## src/rtl/apb_reg_bank_backend.sv

```systemverilog
// -----------------------------------------------------------------------------
// apb_reg_bank_backend
//
// Register-bank target sitting behind the APB slave bridge. Accepts one
// request at a time from the bridge request channel, stays busy for
// WAIT_CYCLES extra cycles, then commits a write or returns read data. Any
// misaligned or out-of-range access completes with a one-cycle o_err strobe.
//
// Optional feature (compile-time macro REG_BANK_ID_REG_EN):
//   defined   -> index 0 is a read-only ID register returning ID_VALUE;
//                writes to it are silently dropped with no error.
//   undefined -> index 0 is an ordinary read/write register.
//
// Ports:
//   i_clk_apb   clock, rising edge
//   i_rstn_apb  asynchronous active-low reset
//   i_valid     request valid from the bridge
//   i_rd0_wr1   0 = read, 1 = write
//   i_addr      byte address
//   i_wr_data   write data
//   o_rd_data   read data, held until the next read completion
//   o_rd_valid  one-cycle read-complete strobe
//   o_ready     high while idle and able to accept a request
//   o_err       one-cycle error strobe, coincident with completion
// -----------------------------------------------------------------------------
module apb_reg_bank_backend #(
  parameter int                    DATA_WIDTH  = 32,
  parameter int                    ADDR_WIDTH  = 32,
  parameter int                    NUM_REGS    = 16,
  parameter int                    WAIT_CYCLES = 2,
  parameter logic [DATA_WIDTH-1:0] RESET_VALUE = '0,
  parameter logic [DATA_WIDTH-1:0] ID_VALUE    = DATA_WIDTH'(32'hA11B_0001)
) (
  input  logic                  i_clk_apb,
  input  logic                  i_rstn_apb,
  input  logic                  i_valid,
  input  logic                  i_rd0_wr1,
  input  logic [ADDR_WIDTH-1:0] i_addr,
  input  logic [DATA_WIDTH-1:0] i_wr_data,
  output logic [DATA_WIDTH-1:0] o_rd_data,
  output logic                  o_rd_valid,
  output logic                  o_ready,
  output logic                  o_err
);

  localparam int IDX_W = $clog2(NUM_REGS);
  localparam int CNT_W = (WAIT_CYCLES > 0) ? $clog2(WAIT_CYCLES + 1) : 1;
  localparam logic [CNT_W-1:0]      WAIT_LD  = CNT_W'(WAIT_CYCLES);
  localparam logic [DATA_WIDTH-1:0] BAD_DATA = DATA_WIDTH'(32'hDEAD_BEEF);

  typedef enum logic {IDLE, BUSY} state_t;

  state_t                  state_q, state_d;
  logic [CNT_W-1:0]        cnt_q, cnt_d;
  logic                    legal_q, legal_d;
  logic                    wr_q, wr_d;
  logic [IDX_W-1:0]        idx_q, idx_d;
  logic [DATA_WIDTH-1:0]   wdata_q, wdata_d;
  logic [DATA_WIDTH-1:0]   rd_data_q, rd_data_d;
  logic                    rd_valid_q, rd_valid_d;
  logic                    err_q, err_d;
  logic [DATA_WIDTH-1:0]   regs_q [NUM_REGS];
  logic [DATA_WIDTH-1:0]   regs_d [NUM_REGS];

  logic req_legal;
  logic id_hit;

  // NUM_REGS is a power of two, so "index < NUM_REGS" reduces to all address
  // bits above the index field being zero.
  assign req_legal = (i_addr[1:0] == 2'b00) &&
                     (i_addr[ADDR_WIDTH-1:IDX_W+2] == '0);

`ifdef REG_BANK_ID_REG_EN
  assign id_hit = (idx_q == '0);
`else
  assign id_hit = 1'b0;
`endif

  always_comb begin
    state_d    = state_q;
    cnt_d      = cnt_q;
    legal_d    = legal_q;
    wr_d       = wr_q;
    idx_d      = idx_q;
    wdata_d    = wdata_q;
    rd_data_d  = rd_data_q;
    rd_valid_d = 1'b0;
    err_d      = 1'b0;
    regs_d     = regs_q;

    case (state_q)
      IDLE: begin
        if (i_valid) begin
          wr_d    = i_rd0_wr1;
          idx_d   = i_addr[IDX_W+1:2];
          wdata_d = i_wr_data;
          legal_d = req_legal;
          cnt_d   = WAIT_LD;
          state_d = BUSY;
        end
      end
      BUSY: begin
        if (cnt_q != '0) begin
          cnt_d = cnt_q - CNT_W'(1);
        end else begin
          state_d = IDLE;
          err_d   = !legal_q;
          if (wr_q) begin
            if (legal_q && !id_hit) begin
              regs_d[idx_q] = wdata_q;
            end
          end else begin
            rd_valid_d = 1'b1;
            if (!legal_q) begin
              rd_data_d = BAD_DATA;
            end else if (id_hit) begin
              rd_data_d = ID_VALUE;
            end else begin
              rd_data_d = regs_q[idx_q];
            end
          end
        end
      end
      default: state_d = IDLE;
    endcase
  end

  always_ff @(posedge i_clk_apb or negedge i_rstn_apb) begin
    if (!i_rstn_apb) begin
      state_q    <= IDLE;
      cnt_q      <= '0;
      legal_q    <= 1'b0;
      wr_q       <= 1'b0;
      rd_data_q  <= '0;
      rd_valid_q <= 1'b0;
      err_q      <= 1'b0;
      for (int i = 0; i < NUM_REGS; i++) begin
        regs_q[i] <= RESET_VALUE;
      end
    end else begin
      state_q    <= state_d;
      cnt_q      <= cnt_d;
      legal_q    <= legal_d;
      wr_q       <= wr_d;
      rd_data_q  <= rd_data_d;
      rd_valid_q <= rd_valid_d;
      err_q      <= err_d;
      regs_q     <= regs_d;
    end
  end

  // Captured index and write data are only consumed in BUSY, which is always
  // entered through a capture, so they need no reset.
  always_ff @(posedge i_clk_apb) begin
    idx_q   <= idx_d;
    wdata_q <= wdata_d;
  end

  assign o_ready    = (state_q == IDLE);
  assign o_rd_data  = rd_data_q;
  assign o_rd_valid = rd_valid_q;
  assign o_err      = err_q;

endmodule

```

## config.mk

```make
export PLATFORM = sky130hd
export DESIGN_NAME = apb_reg_bank_backend
export DESIGN_NICKNAME = d
export VERILOG_FILES = /design/src/rtl/apb_reg_bank_backend.sv
export SDC_FILE = /design/constraint.sdc
export NUM_CORES = 1
export LEC_CHECK = 0
export CAP_MARGIN = 10
export CORE_ASPECT_RATIO = 1.75
export CORE_MARGIN = 3
export CORE_UTILIZATION = 47
export CTS_CLUSTER_DIAMETER = 100
export CTS_CLUSTER_SIZE = 28
export DETAILED_ROUTE_END_ITERATION = 8
export GPL_ROUTABILITY_DRIVEN = 0
export PLACE_DENSITY = 0.74
export SLEW_MARGIN = 25
export SYNTH_ARGS = -nofsm -noshare
export SYNTH_HDL_FRONTEND = slang
export SYNTH_SLANG_ARGS = --single-unit
```

## constraint.sdc

```tcl
create_clock -name i_clk_apb -period 4.8 [get_ports i_clk_apb]
set_clock_uncertainty 0.05 [all_clocks]
set_input_delay 0.48 -clock i_clk_apb [delete_from_list [all_inputs] [get_ports i_clk_apb]]
set_output_delay 0.48 -clock i_clk_apb [all_outputs]
set_load 0.01 [all_outputs]
```

==> impl_table.tex <==
\begin{tabular}{lr}
\hline
Metric & Value \\
\hline
\multicolumn{2}{l}{\textbf{Outcome}} \\
\quad Outcome & complete, no violations \\
\multicolumn{2}{l}{\textbf{Worst setup path}} \\
\quad Largest stage delay on the critical path & 1.10 ns \\
\quad Nature of the critical path endpoint & flop \\
\quad Register-to-register setup slack & 1.08 ns \\
\quad Crit path cell chain & and2\_1 -> nand2\_1 -> nor3\_4 -> buf\_12 -> mux2\_2 \\
\quad Element type at the critical path start & flop \\
\quad Critical path's slowest cell & edfxtp\_1 \\
\quad Endpoint required time on the critical path & 5.21 ns \\
\quad Worst-path maximum fanout & 20 \\
\quad Cell depth of the worst flop-to-flop path & 5 \\
\quad Worst reg2reg path startpoint & idx\_q[2] \\
\quad Data arrival time of the critical path & 4.12 ns \\
\quad Reg2Reg Capture Point & regs\_q[108] \\
\quad Category of the most critical setup path & flop to flop \\
\multicolumn{2}{l}{\textbf{Logic synthesis}} \\
\quad Number of synthesized register bits & about 590 \\
\quad Sequential share of the synthesized area & 58.1\% \\
\quad Netlist cell types & 44 \\
\quad Number of nets produced by synthesis & 1689 \\
\quad Synthesized cell area & about 0.026 mm² \\
\quad Post-synthesis instance total & 1620 \\
\quad Yosys Warn Count & 0 \\
\quad Syn avg cell area & 15.8 µm² \\
\multicolumn{2}{l}{\textbf{Floorplanning}} \\
\quad Core Region & 0.0535 mm² \\
\quad Initial cell density of the core & between 40\% and 50\% \\
\quad Width of the die & 182 µm \\
\quad I/O pin cnt & 103 \\
\quad Die outline area & 0.0574 mm² \\
\quad Cell Rows & 112 \\
\quad Vertical extent of the die & 315 µm \\
\multicolumn{2}{l}{\textbf{Route}} \\
\quad Remaining routing DRC violations & 0 \\
\quad Number of detailed-routing iterations run before antenna repair & 5 \\
\quad Aggregate routed wire length & 61.1 mm \\
\quad Post-DR vias/cell & 6.04 \\
\quad Wire length per cell after detailed routing & 25.9 µm \\
\quad Detailed router's first-iteration violation count & 898 \\
\quad Remaining antenna violation count & 0 \\
\quad Via count & 14200 \\
\multicolumn{2}{l}{\textbf{Finish}} \\
\quad Footprint of the multi-input gates & 0.0101 mm² \\
\quad Antenna diode instance count & 0 \\
\quad End-of-flow core utilization & 52.4\% \\
\quad Proportion of layout cells with a drive suffix above 1 & 42.5\% \\
\quad Syn-to-layout area delta & 9.66\% \\
\quad Most used cells in the layout excluding fill and tap cells & 551 x dfrtp\_1, 515 x mux2\_2, 101 x clkdlybuf4s50\_1 \\
\quad Most common cell after layout, fill and taps aside & dfrtp\_1 \\
\quad Area of all placed cells without fillers & approximately 0.028 mm² \\
\quad Number of nets at the end of the flow & approximately 1700 \\
\quad Fill cell count & 4392 \\
\quad Storage cell area & 0.0149 mm² \\
\multicolumn{2}{l}{\textbf{Timing}} \\
\quad Setup-violating endpoint count in the final report & 0 \\
\quad Hold Vio Cnt, Final & 0 \\
\quad Unrepaired setup endpoints after global routing & no \\
\quad Fmax & 269 MHz \\
\quad Tcrit/Tclk final & a little under 80\% \\
\quad Normalized max-slew margin & a little over a quarter \\
\quad Fin Setup TNS & 0 ns \\
\quad Worst Hold Slack & 0.396 ns \\
\quad Slew of the pin with the lowest slew margin & 1.11 ns \\
\quad Final worst path period need & 3.72 ns \\
\quad Pins Over Slew Limit & 0 \\
\multicolumn{2}{l}{\textbf{Worst hold path}} \\
\quad Class of the worst hold path & input pin to flop \\
\quad Hold-critical path endpoint & wdata\_q[24] \\
\quad Startpoint of the worst hold path & i\_wr\_data[24] \\
\quad Number of cells on the worst hold path & 1 \\
\multicolumn{2}{l}{\textbf{CTS}} \\
\quad Master cell of the clock root buffer & clkbuf\_16 \\
\quad Post\_cts resized & 0 \\
\quad Clock transition time at the flip-flop clock pins of the worst setup and hold paths & 0.11 ns \\
\quad Clock sink total & 587 \\
\quad Clock network latency to the later pin of the worst-skew pair & 0.58 ns \\
\quad Number of buffers inserted during clock tree synthesis & 24 \\
\quad CTS tree & done \\
\quad Clock H-tree levels & 1 \\
\quad Clock Tree Buf Depth & 3 \\
\multicolumn{2}{l}{\textbf{Global route}} \\
\quad Via count of the first global-routing pass & about 16000 \\
\quad Maximum number of pins on one net before global-route repair & around 120 \\
\quad Antenna violations before repair & 0 \\
\quad Remaining global-route overflow & 0 \\
\quad Global-route usage over all layers & 21.4\% \\
\quad Global-route wire length before repair & 94.9 mm \\
\multicolumn{2}{l}{\textbf{Placement}} \\
\quad Post-detailed-placement cell area & 0.0274 mm² \\
\quad Buffers added on ports & just over 100 \\
\quad Post-detail-place hpwl & 38.5 mm \\
\multicolumn{2}{l}{\textbf{Power and ir drop}} \\
\quad Power per cell area & 315 mW/mm² \\
\quad Leak pwr & 13.0 nW \\
\quad IR drop worst, VDD & 0.203 mV \\
\multicolumn{2}{l}{\textbf{Run}} \\
\quad Count of maximum capacitance violations & 0 \\
\hline
\end{tabular}
-- synth_stat cells, drive strengths merged --
| library cell | instances | area share [%] |
|---|---|---|
| and2b | 1 | 0.029 |
| ha | 1 | 0.049 |
| nor3 | 17 | 0.39 |
| or3 | 1 | 0.024 |
| nand4b | 1 | 0.034 |
| nand4 | 1 | 0.024 |
| edfxtp | 36 | 4.2 |
| and2 | 2 | 0.049 |
| o21ai | 7 | 0.14 |
| and4 | 1 | 0.044 |
| a32oi | 5 | 0.17 |
| mux2i | 57 | 2.2 |
| o22ai | 28 | 0.68 |
| dfrtp | 551 | 54 |
| nand2b | 2 | 0.049 |
| buf | 115 | 2.6 |
| a22o | 8 | 0.27 |
| mux2 | 524 | 23 |
| o211ai | 2 | 0.059 |
| or3b | 1 | 0.034 |
| or2 | 1 | 0.024 |
| a22oi | 25 | 0.73 |
| nor2b | 2 | 0.049 |
| clkbuf | 20 | 0.30 |
| o21a | 1 | 0.029 |
| a21oi | 21 | 0.41 |
| inv | 4 | 0.059 |
| nor3b | 1 | 0.029 |
| mux4 | 100 | 8.8 |
| a31oi | 11 | 0.27 |
| clkinv | 1 | 0.015 |
| nor2 | 40 | 0.65 |
| nand3 | 5 | 0.098 |
| nor4 | 7 | 0.17 |
| nand3b | 2 | 0.059 |
| nand2 | 18 | 0.26 |
-- how the worst max path moves through the flow --
| stage | slack, ns | cells past startpoint | startpoint | end |
|---|---|---|---|---|
| floorplan | 2.81 | 8 | cnt_q[0] | regs_q[511] |
| global placement | 1.28 | 4 | idx_q[2] | regs_q[387] |
| detailed placement | 1.14 | 5 | idx_q[2] | regs_q[112] |
| CTS | 1.16 | 5 | idx_q[2] | regs_q[108] |
| global route | 1.04 | 5 | idx_q[2] | regs_q[105] |
| finish | 1.08 | 5 | idx_q[2] | regs_q[108] |
-- power breakdown --
group / internal, mW / leakage (nW) / switching [mW]
Combinational: 0.413 / 4.77 / 0.571
Sequential: 5.15 / 7.91 / 0.259
Clock: 0.983 / 0.325 / 1.48
Total: 6.54 / 13.0 / 2.31
-- repair_timing --
item | CTS | global route
endpoints found under the hold margin | 36 | 0
hold buffers | 1 | 0
buffers inserted | 0 | 0
-- kinds of logic (layout without fill, tap and decap cells) --
family	Yosys count	count (layout)	share of synthesized area [%]
AO/OA/AOI/OAI	108	108	2.77
adder cells (fa/ha/maj)	1	1	0.0489
buffers and inverters	140	190	2.96
flip-flops	587	587	58.1
multiplexers	681	681	34.1
AND/OR/NAND/NOR	103	103	2.02
-- sequential cells by signal (all words and copies together) (netlist names) --
register / cells
wdata_q: 32
wr_q: 1
regs_q: 512
cnt_q: 2
state_q: 1
legal_q: 1
o_rd_valid: 1
idx_q: 4
o_rd_data: 32
o_err: 1
-- per-layer routing --
layer  vias to the layer above  part of all wire [%]  GRT usage [%]  wire (µm)
met2                       370                    54           39.7      33000
met1                      7729                    39           26.9      24000
met3                        82                   4.0           1.77       2440
met4                         0                   2.7           5.63       1630
met5                         -                     0              0          0
li1                       6046                     -              -          -
-- critical path, delay by kind of cell, from the launching register on --
kind | cells | cell delay (ns)
flip-flops | 1 | 1.10
AND/OR/NAND/NOR | 3 | 1.78
buffers and inverters | 1 | 0.30
multiplexers | 1 | 0.36
-- metrics by stage --
step,std cells,setup WS (ns),power (mW)
2_1_floorplan,1620,2.81,5.87
3_3_place_gp,2308,1.28,6.48
4_1_cts,2354,1.16,8.94
3_5_place_dp,2314,1.14,6.50
5_1_grt,2354,1.04,9.19
6_report,2354,1.08,8.85
-- area by class of cell --
cell class	instances	share of cell area (%)
Sequential cell	587	53.0
Multi-Input combinational cell	893	35.9
Timing Repair Buffer	146	5.54
Tap cell	684	3.05
Clock buffer	39	2.42
Inverter	5	0.0669
(Power assumes the default switching activity.)
